--- src/rtl/pipe_pkg.sv ---
// Shared pipeline definitions: word width, the nop encoding, default stage geometry
// and the channel layout of the IF/ID register.
package pipe_pkg;

    localparam int WORD_W = 32;
    localparam logic [WORD_W-1:0] NOP_WORD = 32'h0000_0000;

    localparam int DEF_NUM_CH = 2;
    localparam int DEF_CH_W   = WORD_W;

    // Channel slots used when the stage sits between IF and ID.
    localparam int IFID_CH_IR  = 0;
    localparam int IFID_CH_PC8 = 1;

    // The encoding equals the number of held entries, so it can drive the occupancy port directly.
    typedef enum logic [1:0] {
        OCC_EMPTY = 2'd0,
        OCC_ONE   = 2'd1,
        OCC_FULL  = 2'd2
    } occ_e;

endpackage

--- src/rtl/pipe_stage_skid.sv ---
// Inter-stage pipeline register with valid/ready handshake, a two-entry skid buffer
// (main + skid) for full throughput, and a synchronous flush that inserts a bubble.
module pipe_stage_skid
    import pipe_pkg::*;
#(
    parameter int              NUM_CH    = DEF_NUM_CH,
    parameter int              CH_W      = DEF_CH_W,
    parameter logic [CH_W-1:0] CLEAR_VAL = CH_W'(NOP_WORD)
) (
    input  logic                   clk,
    input  logic                   reset,
    input  logic                   flush,
    input  logic                   in_valid,
    output logic                   in_ready,
    input  logic [NUM_CH*CH_W-1:0] in_data,
    output logic                   out_valid,
    input  logic                   out_ready,
    output logic [NUM_CH*CH_W-1:0] out_data,
    output logic [1:0]             occupancy
);

    localparam int DATA_W = NUM_CH * CH_W;

    occ_e              state_q, state_d;
    logic [DATA_W-1:0] main_q, main_d;
    logic [DATA_W-1:0] skid_q, skid_d;
    logic [DATA_W-1:0] clear_word;
    logic              main_valid;
    logic              skid_valid;
    logic              accept;
    logic              drain;

    for (genvar k = 0; k < NUM_CH; k++) begin : g_clear
        assign clear_word[k*CH_W +: CH_W] = CLEAR_VAL;
    end

    assign main_valid = (state_q != OCC_EMPTY);
    assign skid_valid = (state_q == OCC_FULL);

    // Ready depends only on registered state and flush, so there is no in->out combinational path.
    assign in_ready  = !skid_valid && !flush;
    assign accept    = in_valid && in_ready;
    assign drain     = main_valid && out_ready;

    assign out_valid = main_valid;
    assign out_data  = main_q;
    assign occupancy = state_q;

    always_comb begin
        // NOTE: every output of this block gets a default first, so no path can infer a latch.
        state_d = state_q;
        main_d  = main_q;
        skid_d  = skid_q;

        unique case (state_q)
            OCC_EMPTY: begin
                if (accept) begin
                    main_d  = in_data;
                    state_d = OCC_ONE;
                end
            end
            OCC_ONE: begin
                if (accept && drain) begin
                    main_d = in_data;
                end else if (accept) begin
                    skid_d  = in_data;
                    state_d = OCC_FULL;
                end else if (drain) begin
                    state_d = OCC_EMPTY;
                end
            end
            OCC_FULL: begin
                if (drain) begin
                    main_d  = skid_q;
                    state_d = OCC_ONE;
                end
            end
            default: state_d = OCC_EMPTY;
        endcase

        // Flush wins over everything; accept is already blocked through in_ready.
        if (flush) begin
            state_d = OCC_EMPTY;
            main_d  = clear_word;
        end
    end

    // NOTE: state uses non-blocking assignments so every register samples the pre-edge values.
    always_ff @(posedge clk or posedge reset) begin
        if (reset) begin
            state_q <= OCC_EMPTY;
            main_q  <= clear_word;
        end else begin
            state_q <= state_d;
            main_q  <= main_d;
        end
    end

    // NOTE: the skid bank is never read while skid_valid is low, so it carries no reset.
    always_ff @(posedge clk) begin
        skid_q <= skid_d;
    end

endmodule

--- config.mk ---
export PLATFORM = sky130hd
export DESIGN_NAME = pipe_stage_skid
export DESIGN_NICKNAME = d
export VERILOG_FILES = /design/src/rtl/pipe_pkg.sv /design/src/rtl/pipe_stage_skid.sv
export SDC_FILE = /design/constraint.sdc
export NUM_CORES = 1
export LEC_CHECK = 0
export ABC_AREA = 1
export CAP_MARGIN = 20
export CELL_PAD_IN_SITES_DETAIL_PLACEMENT = 1
export CELL_PAD_IN_SITES_GLOBAL_PLACEMENT = 2
export CORE_MARGIN = 3
export CORE_UTILIZATION = 30
export DETAILED_ROUTE_END_ITERATION = 6
export GPL_TIMING_DRIVEN = 0
export PLACE_DENSITY = 0.85
export SYNTH_ARGS = -nofsm -noshare
export SYNTH_HDL_FRONTEND = slang
export SYNTH_SLANG_ARGS = --single-unit
--- constraint.sdc ---
create_clock -name clk -period 4.6 [get_ports clk]
set_input_delay 0.92 -clock clk [delete_from_list [all_inputs] [get_ports clk]]
set_output_delay 0.92 -clock clk [all_outputs]
set_load 0.05 [all_outputs]
Word level (Yosys, flattened, before mapping)
Index checks and enable logic that the tools add are counted.

word-level totals
  flip-flop bits (word level) = 130

cells by class
  equal/unequal tests = 7
  mux-type cells = 12
  bitwise logic cells = 1
  reductions and logical operators = 12

operators with widths
  cell                  number
  $mux W64              4
  $pmux W64 S3          1
  $mux W2               6
  $ne A3 B3 Y1 const B  3
  $reduce_and A4 Y1     2
  $pmux W2 S3           1
  $logic_and A1 B1 Y1   4
  $ne A4 B4 Y1 const B  1
  $reduce_bool A4 Y1    1
  $ne A3 B2 Y1 const B  1
  $reduce_and A3 Y1     1
  $eq A2 B1 Y1 const B  1
  $eq A2 B2 Y1 const B  1
  $logic_not A1 Y1      2
  $logic_not A2 Y1      1
  $reduce_bool A2 Y1    1
  $not A1 Y1            1

Depth between registers and ports, before layout
  word-level depth = 8
  gate-level depth with buffers = 9

Worst setup path after synthesis
Ideal clock, no wire load.

  path kind = in2reg
  from = input port flush
  to = register skid_q[0] (enable)
  arrival time = 3.995 ns
  data required time = 4.113 ns
  path slack = 0.119 ns
  stages on the path = 5
  buffers on the path = 0
  cells stage by stage = inv_2 -> nand2_2 -> nor2_1 -> nand2_1 -> nor2_1

between the ends
  cells in the longest elaborated chain, start to end = 6

ends and longest elaborated chain
  element                        RTL line                text
  from (decl)                    pipe_stage_skid.sv:12   input logic flush,
  $logic_not A1 Y1 *             pipe_stage_skid.sv:41   assign in_ready = !skid_valid && !flush;
  $logic_and A1 B1 Y1 *          pipe_stage_skid.sv:41
  $logic_and A1 B1 Y1 *          pipe_stage_skid.sv:42   assign accept = in_valid && in_ready;
  $logic_and A1 B1 Y1            pipe_stage_skid.sv:63   if (accept && drain) begin
  $not A1 Y1 (no line)           -
  $reduce_and A3 Y1 (no line) *  -
  to (signal assigned)           pipe_stage_skid.sv:101  skid_q <= skid_d;
  to (decl)                      pipe_stage_skid.sv:26   logic [DATA_W-1:0] skid_q, skid_d;

Every way passes the cells marked *; elsewhere a longest branch is shown, timed or not.
A chain may end at the register's enable or synchronous reset.

Worst setup path in the final report
  from = input port flush
  to = output port in_ready

between the ends
  cells in the longest elaborated chain, start to end = 2

ends and longest elaborated chain
  element              RTL line               text
  $logic_not A1 Y1     pipe_stage_skid.sv:41
  $logic_and A1 B1 Y1  pipe_stage_skid.sv:41
  to (decl)            pipe_stage_skid.sv:14  output logic in_ready,

Every way passes these cells.

==> summary.txt <==
Die
  • I/O pins: 137
  • Core Box Area: 0.0181 mm2
  • Starting Density: 30.9%
  • Die width: roughly 140 um
  • Die height: 143 um
  • Rows: 49
  • Die Area: 0.0204 mm2

Critical path
  • Critical path cell sequence: clkdlybuf4s50_1 > inv_2 > nand2_1 > nand2_2 > buf_2 > clkdlybuf4s50_1
  • CP Capture Type: output port
  • CP max-delay cell: clkdlybuf4s50_1
  • Max stage delay on crit path: 830 ps
  • Crit path launch type: input pin
  • Crit Path Class: in2out
  • Crit path max fanout: 10
  • Worst Path Required: about 3700 ps
  • Critical Path Most Common Cell: clkdlybuf4s50_1
  • Worst EP arrival: 2800 ps

Synth
  • Seq/Total Area, Yosys: a little under two thirds
  • Mapped Nets: 657
  • Share of the synthesized area in the top cell type: 34.3%
  • Yosys warnings: 0
  • Seq cells post-synth: 130
  • Synth area leaders: edfxtp_1, dfrtp_1, nand2_1
  • Synth Cell Area: about 0.0056 mm2
  • Post-synthesis average cell area: 9.53 um2
  • Netlist cell types: 16
  • Gate count after technology mapping: 588
  • Area leader, netlist: edfxtp_1

Clock network
  • CTS Buf Count: 17
  • Hold buffers post-CTS: 0
  • Clock Tree Buf Depth: 2
  • Reg clk slew, reported paths: 60 ps
  • CTS root buffer: clkbuf_16
  • Clock Latency Late Sink: ~420 ps
  • # clock sinks: between 100 and 150
  • Number of gates resized after CTS: 0
  • Postcts setup bufs: 0
  • CTS tree: done
  • H-tree Lvls: 4

Global route
  • Grt peak-use layer: met2
  • GRT Total Usage: 15.7%
  • Grt met3 use: under 10%
  • First-pass GRT wire length: 25,100 um
  • Largest net degree at the start of global routing: 67
  • GR Util met1: ~18%
  • Met2 usage: 28.8%
  • Number of global-route vias before repair: 4,977
  • Total gr overflow: 0
  • Initial antenna violation count: 0

Timing
  • Clock Skews: 9.15 ps
  • F_max: ~270 MHz
  • Relative slew slack: 39.0%
  • Max-slew violations: 0
  • Worst slew pin tran: 912 ps
  • Final hold slack: between 400 and 500 ps
  • Final Critical Period: roughly 3700 ps
  • RSZ-0062 raised after global routing: no
  • Final Hold Viols: 0
  • Tcrit/Tclk final: 80.8%
  • Setup-failing EPs final: 0

Flow run
  • Number of max-cap violations: 0

Final layout
  • N_diodes: 0
  • Final net count: slightly above 800
  • Filler cells: 2,096
  • Area delta synth->final: 40.0%
  • Ratio of cells with drive above 1 in the final layout: 10.2%

Hold path
  • Min-delay worst type: reg2reg

Routing
  • Avg WL per Cell: 15.8 um
  • Number of antenna-violating nets in the routed design: 0
  • DRC errors left: 0
  • Vias per cell: 4.61
  • Starting DRT DRC Count: 264
  • Final WL: 15,600 um
  • Drt first pass iters: 4
  • Via Count: around 4,500

Placement
  • DP HPWL: about 12,000 um
  • GPL Wtd Cong: ~0.8
  • Port bufs: 136

Power
  • Pwr dens: approximately 550 mW/mm2
  • Maximum vdd drop: about 0.26 mV
  • Total power: 4310 uW
  • Leak: 0.00355 uW

Run status
  • Status: completed
[flip-flops by register name, summed over array words and instances, names as in the netlist]
| signal | count |
|---|---|
| occupancy | 2 |
| skid_q | 64 |
| out_data | 64 |
[worst paths after layout]
path / to / slack (ps) / cells past startpoint / startpoint
max: in_ready / 880 / 6 / flush
min: out_data[1]$_DFFE_PP0P_ / 470 / 2 / out_data[1]$_DFFE_PP0P_
max reg2reg: skid_q[63]$_DFFE_PP_ / 2210 / 6 / occupancy[1]$_DFFE_PP0P_
min reg2reg: out_data[1]$_DFFE_PP0P_ / 470 / 2 / out_data[1]$_DFFE_PP0P_
max in group asynchronous: out_data[37]$_DFFE_PP0P_ / 3020 / 2 / reset
min in group asynchronous: out_data[2]$_DFFE_PP0P_ / 1040 / 2 / reset
[synthesized netlist by cell type]
cell        n
nor2_4      1
buf_2      25
nand3_1     5
edfxtp_1   64
nand4_1    64
nand2_2     3
a31oi_1     1
nand3_4     1
nor2_1      7
buf_4       8
inv_2       3
dfrtp_1    66
nand2_1   327
inv_1       5
buf_6       7
o21ai_0     1
[layer usage]
metal  wire length, um  vias up
li1                  -     2261
met1              6320     2194
met2              8460       77
met3               599       16
met4               234        0
met5                 0        -
[final cells by class]
class | count | area, um2 | area share [%]
clock buffers | 27 | 514 | 6.55
plain buffers | 40 | 264 | 3.36
repair buffers | 137 | 1380 | 17.6
multi-input cells | 410 | 1750 | 22.2
inverters | 8 | 32.5 | 0.415
well taps | 229 | 287 | 3.65
clock inverters | 5 | 50.0 | 0.638
flip-flops and latches | 130 | 3570 | 45.5
[per-stage QoR]
| step | worst slack, ps | instance area [um2] | TNS [ps] | cells | utilization [%] |
|---|---|---|---|---|---|
| floorplan | 119 | 5610 | 0 | 588 | - |
| global placement | -1840 | 7250 | -117510 | 953 | 40.0 |
| detailed placement | 862 | 7280 | 0 | 954 | 40.1 |
| CTS | 864 | 7850 | 0 | 986 | 43.2 |
| global route | 789 | 7850 | 0 | 986 | 43.2 |
| finish | 883 | 7850 | 0 | 986 | 43.2 |
[power by group]
part           internal [uW]  total (uW)  switching [uW]
Clock                    815        1290             470
Sequential              1420        1530             105
Combinational            491        1500            1010
[cell families after synthesis]
family / synth area share (%)
simple gates: 30.8
flops: 63.7
buf+inv: 5.25
compound gates: 0.201
[critical path, delay by kind of cell]
family	cells	cell delay, ps
buf+inv	4	1710
simple gates	2	160
[layout by cell type, fill, tap and decap left out]
master and count:
nand3_1 5, clkbuf_8 3, buf_12 1, inv_4 1
nand3_4 1, nor2_1 6, clkbuf_16 18, inv_1 4
dfrtp_1 66, nor2_4 2, edfxtp_1 64, clkdlybuf4s50_1 136
nand4_1 64, o21ai_0 1, buf_4 8, bufinv_16 1
inv_2 3, buf_6 7, clkinv_2 4, buf_2 25
a31oi_1 1, nand2_2 3, clkbuf_1 6, nand2_1 327
No activity file was read; power rests on OpenSTA's default activity.
